## src/rtl/program_loader.sv

```systemverilog
// program_loader: boot-time loader that assembles big-endian 32-bit words from
// a byte stream, writes them into the core's memory from address 0, verifies a
// trailing XOR checksum and holds the core in reset until a clean load.
module program_loader #(
  parameter int ADDR_W = 8
) (
  input  logic              clk,
  input  logic              rst,
  input  logic              start,
  input  logic [ADDR_W:0]   word_count,
  input  logic [7:0]        byte_in,
  input  logic              byte_valid,
  output logic              byte_ready,
  output logic [31:0]       mem_addr,
  output logic [31:0]       mem_wdata,
  output logic              mem_we,
  output logic              cpu_rst,
  output logic              busy,
  output logic              done,
  output logic              error
);

  typedef enum logic [2:0] {
    IDLE  = 3'd0,
    RECV  = 3'd1,
    WRITE = 3'd2,
    CHECK = 3'd3,
    DONE  = 3'd4,
    ERROR = 3'd5
  } state_t;

  // Largest legal word_count: the full memory, 2**ADDR_W words.
  localparam logic [ADDR_W:0] CAPACITY = {1'b1, {ADDR_W{1'b0}}};
  localparam logic [ADDR_W:0] ONE      = {{ADDR_W{1'b0}}, 1'b1};

  state_t          state;
  logic [ADDR_W:0] count;
  logic [ADDR_W:0] index;
  logic [ADDR_W:0] index_inc;
  logic [1:0]      byte_cnt;
  logic [7:0]      csum;
  logic [23:0]     word;

  // Status outputs registered together with the state they describe:
  // {byte_ready, busy, done, error, cpu_rst}.
  function automatic logic [4:0] outs(input state_t s);
    case (s)
      RECV:    outs = 5'b11001;
      WRITE:   outs = 5'b01001;
      CHECK:   outs = 5'b11001;
      DONE:    outs = 5'b00100;
      ERROR:   outs = 5'b00011;
      default: outs = 5'b00001;
    endcase
  endfunction

  assign index_inc = index + ONE;

  // Loader FSM: byte assembly, memory write strobe, checksum check, core reset.
  always_ff @(posedge clk or negedge rst) begin
    if (!rst) begin
      state      <= IDLE;
      count      <= '0;
      index      <= '0;
      byte_cnt   <= '0;
      csum       <= '0;
      word       <= '0;
      mem_addr   <= '0;
      mem_wdata  <= '0;
      mem_we     <= 1'b0;
      {byte_ready, busy, done, error, cpu_rst} <= outs(IDLE);
    end else begin
      mem_we <= 1'b0;
      case (state)
        IDLE, DONE, ERROR: begin
          if (start) begin
            if (word_count > CAPACITY) begin
              state <= ERROR;
              {byte_ready, busy, done, error, cpu_rst} <= outs(ERROR);
            end else begin
              count    <= word_count;
              index    <= '0;
              byte_cnt <= '0;
              csum     <= '0;
              if (word_count != '0) begin
                state <= RECV;
                {byte_ready, busy, done, error, cpu_rst} <= outs(RECV);
              end else begin
                state <= CHECK;
                {byte_ready, busy, done, error, cpu_rst} <= outs(CHECK);
              end
            end
          end
        end

        RECV: begin
          if (byte_valid) begin
            csum     <= csum ^ byte_in;
            word     <= {word[15:0], byte_in};
            byte_cnt <= byte_cnt + 2'd1;
            if (byte_cnt == 2'd3) begin
              // Word complete: present it to memory in the next cycle.
              state     <= WRITE;
              mem_we    <= 1'b1;
              mem_addr  <= {{(29 - ADDR_W){1'b0}}, index, 2'b00};
              mem_wdata <= {word, byte_in};
              {byte_ready, busy, done, error, cpu_rst} <= outs(WRITE);
            end
          end
        end

        WRITE: begin
          index <= index_inc;
          if (index_inc == count) begin
            state <= CHECK;
            {byte_ready, busy, done, error, cpu_rst} <= outs(CHECK);
          end else begin
            state <= RECV;
            {byte_ready, busy, done, error, cpu_rst} <= outs(RECV);
          end
        end

        CHECK: begin
          if (byte_valid) begin
            // The checksum byte itself is compared, never accumulated.
            if (byte_in == csum) begin
              state <= DONE;
              {byte_ready, busy, done, error, cpu_rst} <= outs(DONE);
            end else begin
              state <= ERROR;
              {byte_ready, busy, done, error, cpu_rst} <= outs(ERROR);
            end
          end
        end

        default: begin
          state <= IDLE;
          {byte_ready, busy, done, error, cpu_rst} <= outs(IDLE);
        end
      endcase
    end
  end

endmodule

```

## config.mk

```make
export PLATFORM = sky130hd
export DESIGN_NAME = program_loader
export DESIGN_NICKNAME = d
export VERILOG_FILES = /design/src/rtl/program_loader.sv
export SDC_FILE = /design/constraint.sdc
export NUM_CORES = 1
export LEC_CHECK = 0
export ABC_AREA = 1
export ABC_CLOCK_PERIOD_IN_PS = 1850
export CORE_ASPECT_RATIO = 1.5
export CORE_UTILIZATION = 40
export CTS_BUF_LIST = sky130_fd_sc_hd__clkbuf_8
export DETAILED_ROUTE_END_ITERATION = 8
export PLACE_DENSITY_LB_ADDON = 0.3
export SETUP_SLACK_MARGIN = 0.4
export SLEW_MARGIN = 20
export SYNTH_ARGS = -nofsm -noshare
export SYNTH_HDL_FRONTEND = slang
export SYNTH_SLANG_ARGS = --single-unit
```

## constraint.sdc

```tcl
create_clock -name clk -period 1.85 [get_ports clk]
set_clock_uncertainty 0.2 [all_clocks]
set_input_delay 0.2775 -clock clk [delete_from_list [all_inputs] [get_ports clk]]
set_output_delay 0.2775 -clock clk [all_outputs]
set_load 0.05 [all_outputs]
```

---- Word level (Yosys, flattened, before mapping) ----
Cells that the tools add are included.
Widths: inputs -> output; s select.
word-level totals
  flip-flop bits (word level) ............. 102
  input bits .............................. 21
  output and inout bits ................... 70
  logic and storage cells ................. 86
cells by class
  reduce and logical (&&, ||, !) cells .... 11
  muxes and demuxes ....................... 43
  add/sub/neg operators ................... 2
  bitwise gates (word level) .............. 2
  eq/ne operators ......................... 13
  order comparisons ....................... 1
operators with widths
  operator             number
  $mux 8               3
  $mux 1               19
  $mux 9               2
  $pmux 9 s2           1
  $pmux 8 s2           1
  $mux 3               5
  $pmux 3 s4           1
  $mux 2               5
  $ne 2x2->1 const B   5
  $add 9x1->9 const B  1
  $eq 9x9->1           1
  $gt 9x9->1 const B   1
  $pmux 1 s3           3
  $reduce_and 3->1     3
  $reduce_bool 9->1    1
  $eq 8x8->1           1
  $pmux 1 s4           2
  $reduce_and 4->1     2
  $xor 8x8->8          1
  $eq 3x2->1 const B   2
  $eq 3x3->1 const B   2
  $pmux 2 s2           1
  $reduce_bool 2->1    2
  $eq 3x1->1 const B   1
  other kinds (6)      6

---- Logic depth before layout (Yosys ltp) ----
  depth after elaboration ................. 5
  mapped depth ............................ 13
  gate-level depth less buffers ........... 13

---- Least setup slack after synthesis ----
Ideal clock, no wire load.
  kind .................................... register to register
  start ................................... reg index[0]
  end ..................................... reg state[1]
  arrival time ............................ 1,439 ps
  period minus slack after synthesis ...... 1,704 ps
  setup time .............................. 65 ps
  buffers on the path ..................... 0
  stages on the path, launching flop included .. 14
  setup slack ............................. 146 ps
  data required time ...................... 1,585 ps
  cell sequence ........................... dfrtp_1 ha_1 nand2_1 nor2_1 nand2_1 nand2_1 nor2_1 nor2_1 nand2_1 nor2_1 nand2_1 nand2_1 nand2_1 nand2_1
between the ends
  longest elaborated chain between the ends .. 4
ends and longest elaborated chain
  what                    line  RTL
  from (decl)             38    logic [ADDR_W:0] index;
  from (signal assigned)  113   index <= index_inc;
  $add 9x1->9             57    assign index_inc = index + ONE;
  $eq 9x9->1              114   if (index_inc == count) begin
  $mux 2                  114
  $pmux 3 s4              74    case (state)
  to (signal assigned)    78    state <= ERROR;
  to (signal assigned)    115   state <= CHECK;
  to (signal assigned)    118   state <= RECV;
  to (decl)               36    state_t state;
No other way between the ends.
A chain may end at the register's enable or synchronous reset.

---- Final worst setup path ----
  start ................................... reg state[1]
  end ..................................... reg mem_wdata[24]
between the ends
  longest elaborated chain between the ends .. 2
ends and longest elaborated chain
  what                        line  RTL
  from (signal assigned)      62    state <= IDLE;
  from (signal assigned)      78
  from (signal assigned)      86    state <= RECV;
  $eq 3x1->1                  74
  $reduce_and 3->1 (no line)  --
  to (signal assigned)        106   mem_wdata <= {word, byte_in};
  to (decl)                   15    output logic [31:0] mem_wdata,
No other way between the ends.

==> out/qor.txt <==
Yosys reg bits - 102
initial antenna violation count - 0
final hold viol count - 0
Metal-1 WL - 4320 µm
Power Total - 11.3 mW
post-DR vias/cell - 4.80
Placer Congestion - 0.779
vias in the first global route - 3849
CTS Buffer Depth - 2
VDD IR max - 0.801 mV
share of cells above drive strength 1 - 0.308
P&R area growth vs syn - 44.4%
syn_area_per_cell - 8.87 µm²
XOR/XNOR Fraction of Synth Area - 0.0171
Max-cap violations - 0
Sink Count - 102
post-synthesis sequential area ratio - 0.555
top layer in use - met4
part of the power in combinational logic - 0.526
Die Width - 89.6 µm
Reg power frac - 0.336
P_sw - 4.97 mW
multiplexer share of the synthesized area - 0.00489
Die Footprint - 11900 µm²
share of flip-flops with an asynchronous set or reset - 1.00
PortBufs - 67
largest net degree at the start of global routing - 66
Final Routed Wirelength - 11300 µm
core area - 11100 µm²
Post-Synthesis Cell Area - 4600 µm²
top post-synthesis cells by count - nand2_1, dfrtp_1, o21ai_0
DP Area - 5460 µm²
Final Max Tran Viols - 0
post-synth top area share - 0.549
largest family of logic cells by synthesized area - simple AND/OR/NAND/NOR gates
CP Launch Type - flop
CTS clk-pin slew, worst paths - 0.10 ns
worst-skew pair later-pin latency - 0.38 ns
vias - 3885
DR pass1 iterations - 4
Internal - 6.36 mW
switching part of the total - 0.439
Synth Area in Compound Gates - 0.110
HPWL after DPL - 7090 µm
cells taking the most area after synthesis - dfrtp_1, nand2_1, o21ai_0, buf_4, inv_1
Leak - 3.31 nW
first-pass GRT wire length - 18200 µm
# rows - 47
Synth area leader - dfrtp_1
Final #Nets - 681
fin worst setup slack - -0.0169 ns
Synth Area in Adders - 0.00544
Max Clock Freq - 0.536 GHz
Setup CP Type - flop to flop
Fin Setup TNS - -0.0169 ns
Synth Warn # - 0
failing checks - setup timing
Starting Density - 0.414
Syn Inst Count - 519
Filler cells - 920
clock power share - 0.138
Crit Path Max Fanout - 8
die height - 133 µm
residual DRC count - 0
P per Cell Area - 1710 nW/µm²
num ports - 91
final setup violation count - 1
ant diodes - 0
top-count cell post-synth - nand2_1
ys flop type - dfrtp_1
met3 wire length - 342 µm
Simple-Gate Fraction of Synth Area - 0.204
RSZ-0062 raised after global routing - true
Finished Cell Area - 6650 µm²
hold crit path type - primary input to flop
CTS H-tree lvls - 3
total CTS buffers - 9
Setup crit end kind - flop
Tot GR Track Use - 0.202
CTS tree - built
CP Data Required Time - 1.93 ns
Cell variety after synth - 32
grt total ovfl - 0
root buf cell - clkbuf_8
Post-DRT Antenna Nets - 0
drt wl/cell - 14.0 µm
status - finished with violations
Tmin final - 1.87 ns
Routed met2 length - 6460 µm
final worst path period share - 1.01
WP data arrival - 1.94 ns
number of synthesized flops with an enable pin - 0
1st-iter DRT viols - 301
[area by class of cell]
class,count,area (µm²),share of cell area
Sequential cell,102,2560,0.385
Multi-Input combinational cell,350,1850,0.278
Timing Repair Buffer,146,1640,0.247
Inverter,49,196,0.0296
Tap cell,147,184,0.0277
Clock buffer,9,124,0.0186
Clock inverter,7,95.1,0.0143
[path summary, 6_finish.rpt]
path	depth (start not counted)	slack (ns)	start	to
setup / recovery	10	-0.02	state[1]$_DFFE_PN0P_	mem_wdata[24]$_DFFE_PN0P_
hold / removal	3	0.06	word_count[2]	count[2]$_DFFE_PN0P_
setup reg to reg	10	-0.02	state[1]$_DFFE_PN0P_	mem_wdata[24]$_DFFE_PN0P_
hold reg to reg	2	0.28	word[18]$_DFFE_PN0P_	mem_wdata[26]$_DFFE_PN0P_
max in group asynchronous	3	0.91	rst	word[1]$_DFFE_PN0P_
min in group asynchronous	3	0.21	rst	mem_addr[5]$_DFFE_PN0P_
[cell families (layout without fill, tap and decap cells)]
group	after synthesis	in the layout
XOR/XNOR	9	9
buffers and inverters	89	211
AO/OA/AOI/OAI	88	88
AND/OR/NAND/NOR	226	226
multiplexers	2	2
other	1	23
flip-flops	102	102
adder cells (fa/ha/maj)	2	2
[worst max-delay path, stage by stage, from the launching register on]
cell,delay (ns)
dfrtp_1,0.48
inv_2,0.14
nand2_4,0.08
nor2_4,0.11
inv_2,0.08
nor2_8,0.14
clkinv_8,0.12
buf_4,0.17
buf_16,0.13
nand2_1,0.06
nand2_1,0.06
[per-stage QoR]
step,hold WS (ns),util,std cells,setup WS [ns]
5_1_grt,0.0870,0.598,810,-0.0921
4_1_cts,0.0500,0.572,793,0.0997
6_report,0.0638,0.598,810,-0.0169
2_1_floorplan,-0.218,-,541,0.189
3_5_place_dp,0.0784,0.491,749,-0.242
3_3_place_gp,0.0749,0.491,749,-0.217
[cells in the final DEF, fill, tap and decap left out, types with 12 or more instances in the layout]
| master | n |
|---|---|
| o21ai_0 | 39 |
| o21ai_1 | 21 |
| clkdlybuf4s50_1 | 12 |
| conb_1 | 23 |
| nand3_1 | 19 |
| inv_1 | 42 |
| dfrtp_1 | 98 |
| buf_6 | 51 |
| o21ai_2 | 12 |
| nor2_1 | 13 |
| nand2_1 | 156 |
| buf_4 | 55 |
| nand2_2 | 17 |
[power groups by stage]
stage	Sequential (mW)	Clock [mW]	Combinational (mW)
after CTS	3.76	1.59	5.53
after floorplan	5.25	0	1.79
after detailed placement	3.74	0	4.85
after global placement	3.70	0	4.77
final	3.81	1.56	5.96
after global routing	3.91	1.67	6.42
[layer usage]
layer,vias up,global-route usage
met1,1883,0.237
met4,0,0.0829
li1,1891,-
met5,-,0
met3,16,0.0223
met2,95,0.362
[state kept, by name, indices dropped and copies added (netlist names), 2 cells and up]
signal	cells
mem_addr	9
byte_cnt	2
mem_wdata	32
csum	8
count	9
state	3
index	9
word	24
[repair_timing]
item,in CTS,in global routing
pin swaps,13,3
hold endpoints to repair,102,0
hold buffers,1,0
cloned,10,0
endpoints found under the setup margin,124,140
gates resized for setup,94,41
setup buffers,17,17
(Power assumes the default switching activity.)
==> patch, RTL diff (same flow settings) <==
Set the parameter `ADDR_W` to 6 (it was 8).
--- a/src/rtl/program_loader.sv
+++ b/src/rtl/program_loader.sv
@@ -2,7 +2,7 @@
 // a byte stream, writes them into the core's memory from address 0, verifies a
 // trailing XOR checksum and holds the core in reset until a clean load.
 module program_loader #(
-  parameter int ADDR_W = 8
+  parameter int ADDR_W = 6
 ) (
   input  logic              clk,
   input  logic              rst,
Ports: changed (resized word_count); port bits go from 91 to 89. The function was not compared with the original's and may differ.
==> patch against the original RTL <==
  * Routed wire length is 6.8% higher
  * Power is 9.0% higher
  * Design area hardly changed
  * Sequential power is 1% lower
  * Worst setup slack better by 0.094 ns
  * Synthesized cell count is 9.6% lower
  * Die area is 8.6% lower
  * Area after synthesis is 8.7% lower
  * Critical path depth stayed put
  * First-iteration DRC count is 15% lower
  * Sequential cell count is 6 lower
  * Largest cell class unchanged
  * Largest power group unchanged
==> patch: results (changes against the original RTL) <==
[status]
status=complete, no violations

[yosys]
synth.most_common_cell=nand2_1
ys_seq_area_frac=0.5722  ; +0.01732
yosys-top-cells-area=dfrtp_1 57%, nand2_1 14%, o21ai_0 4.6%, buf_4 4.5%, inv_1 3.9%
synthArstFlopShare=1.000  ; unchanged
synth_common_cells=153 x nand2_1, 95 x dfrtp_1, 44 x inv_1, 39 x o21ai_0, 25 x buf_4
synth_cell_types=31  ; -3.1%
ys_warn_count=0  ; unchanged

[placement]
dpl.hpwl_um=5829  ; -18%
placed_area_um2=4933  ; -9.6%
io_buffers=63  ; -6.0%
dp_slack_ns=-0.2173  ; +0.02450 ns
place_congestion=0.8565  ; +9.9%

[die]
fp-row-count=45  ; -4.3%

[timing]
whs_ns=0.2466  ; +0.1827 ns
worst_slew_margin_rel=0.6491

[critical_path]
r2r_start=state[2]
path_delay_family=simple AND/OR/NAND/NOR gates
critical_path_arrival_ns=1.86  ; -0.08 ns
r2r-end=mem_wdata[29]
crit_slowest_cell=dfrtp_1
ff2ff_setup_slack_ns=0.08  ; +0.09 ns
cp_max_fo=16  ; +8
max_stage_delay_ns=0.42  ; -0.06 ns
r2r_cells=10  ; unchanged

[final_layout]
drive_above_1_share=0.4491  ; +0.1414
reg_top3=mem_wdata x32, word x24, csum x8
layout.nets=635  ; -6.8%
antennaDiodeCount=0  ; unchanged

[global_routing]
grt_pass1_vias=3364  ; -13%
grt_max_degree=97  ; +47%
gr-usage-all-layers=0.1942  ; -0.007303
grt_pass1_wl_um=16320  ; -10%
antenna_found_initial=0  ; unchanged

[power_and_ir_drop]
power_leakage_nw=3.317  ; +0.28%
vdd_drop_max_mv=0.8091  ; +0.98%

[routing]
dr.pass1.iters=4  ; unchanged
wirelength_um=12120  ; +6.8%
vias_per_cell=4.903  ; +2.2%
drtIter0Drc=255  ; -15%

[clock_tree]
cts.path.max_buffers=2  ; unchanged
cts_buffers=9  ; unchanged
htreeDepth=3  ; unchanged
clkTransAtPathRegs_ns=0.09
root_buffer=clkbuf_8

[min_path]
holdCritPathClass=in -> async

## patch: cell count changes after synthesis, moves of 5 or more
| cell | change |
|---|---|
| nand2_1 | -23 |
| o21ai_0 | -12 |
| nand3_1 | -9 |
| o21ai_1 | +7 |
| dfrtp_1 | -6 |
| buf_6 | -5 |
## patch: logic make-up (layout without fill, tap and decap cells)
kind of cell | Yosys count | count (layout) | share of synthesized area
AO/OA/AOI/OAI | 81 | 81 | 0.1052
XOR/XNOR | 10 | 10 | 0.02085
adder cells (fa/ha/maj) | 2 | 2 | 0.005957
buffers and inverters | 85 | 210 | 0.1016
flip-flops | 96 | 96 | 0.5722
multiplexers | 3 | 3 | 0.008042
other | 1 | 25 | 0.0008928
AND/OR/NAND/NOR | 191 | 192 | 0.1853
## patch: repair_timing
item	CTS	global route
gates resized for setup	78	189
cloned	6	10
pin swaps	13	24
buffers inserted	18	28
endpoints found under the setup margin	115	138
hold endpoints to repair	95	0
hold buffers	1	0
## patch: how the worst max path moves through the flow
stage / start / end / slack (ns) / cells past startpoint
after floorplan: state[0] / mem_addr[7] / 0.25 / 10
after global placement: word_count[5] / csum[2] / -0.16 / 7
after detailed placement: word_count[5] / index[4] / -0.22 / 8
after CTS: state[2] / mem_wdata[1] / 0.19 / 10
after global routing: state[2] / mem_wdata[30] / 0.005 / 10
final: state[2] / mem_wdata[29] / 0.08 / 10
## patch: report_power, final
group / internal (mW) / switching (mW)
registers: 3.03 / 0.735
logic: 2.96 / 4.12
clock network: 0.752 / 0.756
total: 6.75 / 5.61
## patch: per-stage QoR
| step | instances | util | total power, mW | TNS [ns] |
|---|---|---|---|---|
| global route | 760 | 0.6523 | 12.98 | 0 |
| floorplan | 493 | - | 6.850 | 0 |
| CTS | 722 | 0.5597 | 10.49 | 0 |
| detailed placement | 681 | 0.4841 | 8.249 | -8.784 |
| finish | 760 | 0.6523 | 12.36 | 0 |
| global placement | 681 | 0.4841 | 8.154 | -6.195 |
## patch: worst min-delay path, stage by stage
cell and delay (ns):
dlygate4sd3_1 0.53, buf_4 0.11, buf_12 0.36
## patch: metal layers
metal / share of wire / GRT usage / up-vias
met4: 0.031 / 0.07843 / 0
met3: 0.048 / 0.04005 / 31
met5: 0 / 0 / -
met2: 0.54 / 0.3266 / 126
li1: - / - / 1745
met1: 0.38 / 0.2436 / 1824
## patch: layout make-up
type / count / area (um2)
Timing Repair Buffer: 145 / 1620
Sequential cell: 96 / 2405
Fill cell: 741 / 3543
Clock inverter: 7 / 88.84
Multi-Input combinational cell: 313 / 1979
Timing Repair inverter: 3 / 60.06
Clock buffer: 9 / 123.9
Tap cell: 141 / 176.4
Inverter: 46 / 193.9
